`config.mk`:
```
export PLATFORM = sky130hd
export DESIGN_NAME = dcache_responder_flat
export DESIGN_NICKNAME = d
export VERILOG_FILES = /design/src/rtl/dcache_responder_if.sv /design/src/rtl/dcache_responder.sv /design/src/flat_wrapper.sv
export SDC_FILE = /design/constraint.sdc
export NUM_CORES = 1
export LEC_CHECK = 0
export ABC_CLOCK_PERIOD_IN_PS = 10730
export CAP_MARGIN = 15
export CORE_ASPECT_RATIO = 1.25
export CORE_MARGIN = 2
export CORE_UTILIZATION = 25
export CTS_CLUSTER_SIZE = 28
export DETAILED_ROUTE_END_ITERATION = 10
export GPL_ROUTABILITY_DRIVEN = 0
export SKIP_LAST_GASP = 1
export SYNTH_ARGS = -nofsm -noshare
export SYNTH_HDL_FRONTEND = slang
export SYNTH_SLANG_ARGS = --single-unit
export TNS_END_PERCENT = 30
```
`constraint.sdc`:
```
create_clock -name clk -period 10.73 [get_ports clk]
set_input_delay 2.6825 -clock clk [delete_from_list [all_inputs] [get_ports clk]]
set_output_delay 2.6825 -clock clk [all_outputs]
set_load 0.02 [all_outputs]
```
`src/rtl/dcache_responder_if.sv`:
```
// Line-wide memory bus between the data cache and main memory.
// The cache is the master (issues requests); memory is the slave (acks, returns fills).
interface dcache_responder_if;
  logic         mem_req;
  logic         mem_we;
  logic [15:0]  mem_addr;
  logic [127:0] mem_wdata;
  logic         mem_ack;
  logic [127:0] mem_rdata;

  modport master (
    output mem_req, mem_we, mem_addr, mem_wdata,
    input  mem_ack, mem_rdata
  );

  modport slave (
    input  mem_req, mem_we, mem_addr, mem_wdata,
    output mem_ack, mem_rdata
  );
endinterface

```
`src/rtl/dcache_responder.sv`:
```
// Direct-mapped write-back/write-allocate data cache responder with 16-bit words.
// Optional hit/miss counters are enabled by defining DCACHE_STATS_EN.
module dcache_responder #(
  parameter int LINES      = 4,
  parameter int LINE_WORDS = 8
) (
  input  logic        clk,
  input  logic        reset,
  input  logic [1:0]  ldSt_enable,
  input  logic [15:0] addr,
  input  logic [15:0] store_data,
  output logic [15:0] load_data,
  output logic        cache_stall,
  dcache_responder_if.master mem
`ifdef DCACHE_STATS_EN
  ,
  output logic [15:0] hit_count,
  output logic [15:0] miss_count
`endif
);

  localparam int IDX_W  = $clog2(LINES);
  localparam int TAG_W  = 16 - 4 - IDX_W;
  localparam int LINE_W = 16 * LINE_WORDS;

  typedef enum logic [1:0] {IDLE, WB, FILL} state_t;

  state_t             state;
  logic [LINES-1:0]   valid;
  logic [LINES-1:0]   dirty;
  logic [TAG_W-1:0]   tag_arr  [LINES];
  logic [LINE_W-1:0]  data_arr [LINES];

  logic [2:0]         off;
  logic [IDX_W-1:0]   idx;
  logic [TAG_W-1:0]   req_tag;
  logic               is_ld;
  logic               is_st;
  logic               tag_match;
  logic               hit;
  logic               miss;
  logic               unused_addr_lsb;

  assign off             = addr[3:1];
  assign idx             = addr[4 +: IDX_W];
  assign req_tag         = addr[15 -: TAG_W];
  assign unused_addr_lsb = addr[0];

  assign is_ld     = (ldSt_enable == 2'b01);
  assign is_st     = (ldSt_enable == 2'b10);
  assign tag_match = valid[idx] && (tag_arr[idx] == req_tag);
  assign hit       = (is_ld || is_st) && tag_match && (state == IDLE);
  assign miss      = (is_ld || is_st) && !tag_match && (state == IDLE);

  assign load_data   = (hit && is_ld) ? data_arr[idx][{off, 4'b0000} +: 16] : 16'h0000;
  assign cache_stall = (state != IDLE) || miss;

  // Line storage and tags carry no reset; only valid/dirty qualify them.
  always_ff @(posedge clk) begin
    if (hit && is_st)
      data_arr[idx][{off, 4'b0000} +: 16] <= store_data;
    if ((state == FILL) && mem.mem_ack) begin
      data_arr[idx] <= mem.mem_rdata;
      tag_arr[idx]  <= req_tag;
    end
  end

  // Miss FSM; the request is held upstream, so idx/req_tag stay valid throughout.
  always_ff @(posedge clk) begin
    if (reset) begin
      state         <= IDLE;
      valid         <= '0;
      dirty         <= '0;
      mem.mem_req   <= 1'b0;
      mem.mem_we    <= 1'b0;
      mem.mem_addr  <= '0;
      mem.mem_wdata <= '0;
    end else begin
      case (state)
        IDLE: begin
          if (miss) begin
            mem.mem_req <= 1'b1;
            if (valid[idx] && dirty[idx]) begin
              state         <= WB;
              mem.mem_we    <= 1'b1;
              mem.mem_addr  <= {tag_arr[idx], idx, 4'b0000};
              mem.mem_wdata <= data_arr[idx];
            end else begin
              state        <= FILL;
              mem.mem_we   <= 1'b0;
              mem.mem_addr <= {req_tag, idx, 4'b0000};
            end
          end else if (hit && is_st) begin
            dirty[idx] <= 1'b1;
          end
        end
        WB: begin
          if (mem.mem_ack) begin
            state        <= FILL;
            dirty[idx]   <= 1'b0;
            mem.mem_we   <= 1'b0;
            mem.mem_addr <= {req_tag, idx, 4'b0000};
          end
        end
        FILL: begin
          if (mem.mem_ack) begin
            state       <= IDLE;
            valid[idx]  <= 1'b1;
            dirty[idx]  <= 1'b0;
            mem.mem_req <= 1'b0;
          end
        end
        default: state <= IDLE;
      endcase
    end
  end

`ifdef DCACHE_STATS_EN
  function automatic logic [15:0] sat_inc(input logic [15:0] v);
    return (v == 16'hFFFF) ? v : v + 16'd1;
  endfunction

  always_ff @(posedge clk) begin
    if (reset) begin
      hit_count  <= '0;
      miss_count <= '0;
    end else begin
      if (hit)  hit_count  <= sat_inc(hit_count);
      if (miss) miss_count <= sat_inc(miss_count);
    end
  end
`endif

endmodule

```
`src/flat_wrapper.sv`:
```
// flat-port wrapper written by rule: the top's interface ports become plain ports
module dcache_responder_flat 
#(
  parameter int LINES      = 4,
  parameter int LINE_WORDS = 8
)
  (clk, reset, ldSt_enable, addr, store_data, load_data, cache_stall, mem_mem_req, mem_mem_we, mem_mem_addr, mem_mem_wdata, mem_mem_ack, mem_mem_rdata);
  dcache_responder_if mem_i ();
  input  logic clk;
  input  logic reset;
  input  logic [1:0] ldSt_enable;
  input  logic [15:0] addr;
  input  logic [15:0] store_data;
  output logic [15:0] load_data;
  output logic cache_stall;
  output wire logic [$bits(mem_i.mem_req)-1:0] mem_mem_req;
  output wire logic [$bits(mem_i.mem_we)-1:0] mem_mem_we;
  output wire logic [$bits(mem_i.mem_addr)-1:0] mem_mem_addr;
  output wire logic [$bits(mem_i.mem_wdata)-1:0] mem_mem_wdata;
  input wire logic [$bits(mem_i.mem_ack)-1:0] mem_mem_ack;
  input wire logic [$bits(mem_i.mem_rdata)-1:0] mem_mem_rdata;
  assign mem_mem_req = mem_i.mem_req;
  assign mem_mem_we = mem_i.mem_we;
  assign mem_mem_addr = mem_i.mem_addr;
  assign mem_mem_wdata = mem_i.mem_wdata;
  assign mem_i.mem_ack = mem_mem_ack;
  assign mem_i.mem_rdata = mem_mem_rdata;
  dcache_responder #(.LINES(LINES), .LINE_WORDS(LINE_WORDS)) u_core (.clk(clk), .reset(reset), .ldSt_enable(ldSt_enable), .addr(addr), .store_data(store_data), .load_data(load_data), .cache_stall(cache_stall), .mem(mem_i));
endmodule
```
==> impl_metrics.json <==
{
  "power.density_nw_per_um2": 169,
  "skew_ns": 0.0297,
  "postRouteAntennaNets": 0,
  "reg2regPathDepth": 7,
  "crit_chain": "buf_6, mux2i_1, xnor2_1, nor4_1, a31oi_2, nor3_1, nand3_1, buf_4, nor3_1, clkdlybuf4s50_1",
  "min_to": "u_core.mem.mem_wdata[27]$_SDFFE_PP0P_",
  "required_ns": 8.05,
  "worst_slack_ns": 1.71,
  "h-tree-depth": 3,
  "clk_pin_slew_ns": 0.06,
  "report.power.total_mw": 6.22,
  "ir_drop_mv": 0.0928,
  "num_rows": 140,
  "cts-root-buf": "clkbuf_16",
  "pin_count": 328,
  "synth_area_leaders": "edfxtp_1, mux4_2, dfxtp_1, a22o_1, a21oi_2",
  "antenna_found_initial": 11,
  "via_per_inst": 4.78,
  "synth_edf_count": 552,
  "num_vias": 18100,
  "rsz0062_at_grt": "false",
  "place_hpwl_mm": 71.0,
  "die_h_um": 388,
  "holdCritPathClass": "reg2reg",
  "synth_top_flop_cell": "edfxtp_1",
  "synth_warnings": 0,
  "setup_tns_ns": 0,
  "final_layout_size_suffix_gt1_share_pct": 25.2,
  "layout.nets": 2347,
  "die-area_um2": 121000,
  "grt_max_degree": 129,
  "synth_top_family_by_area": "multiplexers",
  "coreArea_um2": 117000,
  "area_growth_syn_to_layout_pct": 24.9,
  "synth_most_common_cell": "edfxtp_1",
  "fin_area_um2": 36800,
  "synth_fa_ha_area_share_pct": 0.425,
  "clockBufferDepth": 3,
  "grt_overflow": 0,
  "finalHoldViolations": 0,
  "critPathSlowestCell": "clkdlybuf4s50_1",
  "syn_area_per_cell_um2": 15.8,
  "grtUsageTotal_pct": 16.3,
  "syn_inst": 1862,
  "synth_simple_gate_area_share_pct": 7.55,
  "p_leak_nw": 11.5,
  "synth_area_leader_cell": "edfxtp_1",
  "outcome": "completed",
  "reg2reg_to": "u_core.data_arr[1][84]$_DFFE_PP_",
  "clkLatencyLatePin_ns": 0.65,
  "synth_async_sr_flop_share_pct": 0,
  "ys_seq_elements": 704,
  "cts_setup_buffers": 0,
  "arrival_ns": 6.34,
  "synth_area_um2": 29400,
  "timing.rr.start": "u_core.tag_arr[2][0]$_DFFE_PP_",
  "tightest_slew_ns": 1.13,
  "muxShareOfSynthArea_pct": 13.3,
  "wl_per_cell_um": 26.5,
  "cts_buffers": 75,
  "cts.sinks": 704,
  "wl_mm": 101,
  "maxCapViolations": 0,
  "post-route-min-period_ns": 9.02,
  "grt_pass1_vias": 17900,
  "ctsHoldBuffers": 0,
  "yosysSeqAreaShare_pct": 66.7,
  "holdPathStages": 2,
  "grt_pass1_wl_mm": 139,
  "setup_viol_count_final": 0,
  "synth_xor_xnor_area_share_pct": 0.434,
  "path_common_cell": "nor3_1",
  "relSlewSlack_pct": 24.7,
  "portBuffers": 322,
  "finalNonFillerCells": 3795,
  "yosysUniqueCellTypes": 64,
  "place_ws_ns": 1.70,
  "ctsResizeCount": 0,
  "placed_cells": 3657,
  "fp.dieW_um": 311,
  "drv_slew": 0,
  "clock.fmax_mhz": 111,
  "min-delay-start": "u_core.mem.mem_wdata[27]$_SDFFE_PP0P_",
  "drc": 0,
  "endpoint_kind": "primary output",
  "synth_commonest_cells": "edfxtp_1, nand2_1, mux4_2",
  "cts_tree": "yes",
  "worst_setup_path_start_kind": "input port",
  "path_class": "in2out",
  "cp_slowest_stage_delay_ns": 0.74,
  "dpl_cell_area_um2": 34300,
  "drt-pass1-iter-count": 5,
  "synth-compound-area-share_pct": 8.70,
  "start_util_pct": 25.2,
  "drt-initial-drc-count": 1805,
  "fin_crit_sh_pct": 84.1,
  "synthDominantCellAreaShare_pct": 56.3,
  "crit_fanout": 53,
  "r2r_slack_ns": 6.73
}
-- cell usage in the layout, fill, tap and decap left out, types with 9 or more instances in the layout --
| cell type | n |
|---|---|
| mux4_2 | 160 |
| a22o_1 | 112 |
| a21oi_1 | 62 |
| ha_1 | 10 |
| nand2_1 | 228 |
| buf_4 | 50 |
| nor2_2 | 12 |
| clkbuf_1 | 24 |
| edfxtp_1 | 552 |
| nand2_2 | 100 |
| mux2i_1 | 21 |
| inv_1 | 10 |
| nor2_1 | 68 |
| clkdlybuf4s50_1 | 318 |
| nand3_1 | 22 |
| dfxtp_1 | 152 |
| a211oi_1 | 9 |
| clkbuf_16 | 78 |
| a21oi_2 | 100 |
-- kinds of logic (layout without fill, tap and decap cells) --
family,count (synthesis),after routing
simple gates,477,477
fa+ha+maj,10,10
xor+xnor,12,12
mux,185,185
other cells,1,6
flops,704,704
compound gates,317,317
buf+inv,156,522
-- flip-flops by register name, summed over array words and instances, names as in the netlist, named ones only --
| name | cells |
|---|---|
| u_core.mem.mem_addr | 12 |
| u_core.mem.mem_wdata | 128 |
| u_core.data_arr | 512 |
| u_core.mem.mem_req | 1 |
| u_core.valid | 4 |
| u_core.mem.mem_we | 1 |
| u_core.tag_arr | 40 |
| u_core.state | 2 |
-- worst max-delay path by stage --
stage | from | end | slack [ns] | cells after the start
after CTS | addr[4] | load_data[15] | 1.67 | 9
final | addr[5] | load_data[15] | 1.71 | 10
after floorplan | addr[5] | load_data[10] | 3.28 | 9
after global routing | addr[5] | load_data[15] | 1.49 | 10
after detailed placement | addr[4] | load_data[15] | 1.70 | 9
after global placement | addr[4] | load_data[15] | 1.68 | 9
-- per-layer routing --
metal	up-vias	GRT usage (%)	part of all wire, %
met3	149	4.20	8.0
met2	727	25.5	47
li1	7798	-	-
met5	-	0	0.13
met4	20	6.75	4.0
met1	9438	21.3	41
-- where the power goes --
part | total (mW) | leakage [nW] | internal [mW] | switching, mW
Combinational | 0.563 | 4.09 | 0.217 | 0.346
Sequential | 3.04 | 6.25 | 3.02 | 0.0147
Clock | 2.62 | 1.19 | 1.54 | 1.08
-- worst max-delay path: cells and delay by family --
kind,cells,cell delay [ns]
compound gates,1,0.21
xor+xnor,1,0.12
buf+inv,3,1.40
mux,1,0.35
simple gates,4,1.55
-- layout make-up --
cell class	instances	area, um^2
Antenna cell	2	5.00
Clock buffer	110	2150
Clock inverter	26	303
Fill cell	11600	79900
Inverter	12	45.0
Multi-Input combinational cell	1005	9030
Sequential cell	704	19600
Tap cell	1562	1950
Timing Repair Buffer	374	3640
-- per-stage QoR --
| step | util, % | hold slack, ns |
|---|---|---|
| final | 31.5 | 0.456 |
| after global placement | 29.4 | 0.446 |
| after global routing | 31.5 | 0.467 |
| after floorplan | - | 0.435 |
| after CTS | 31.5 | 0.457 |
| after detailed placement | 29.4 | 0.448 |
Power figures use the tool's default switching activity.
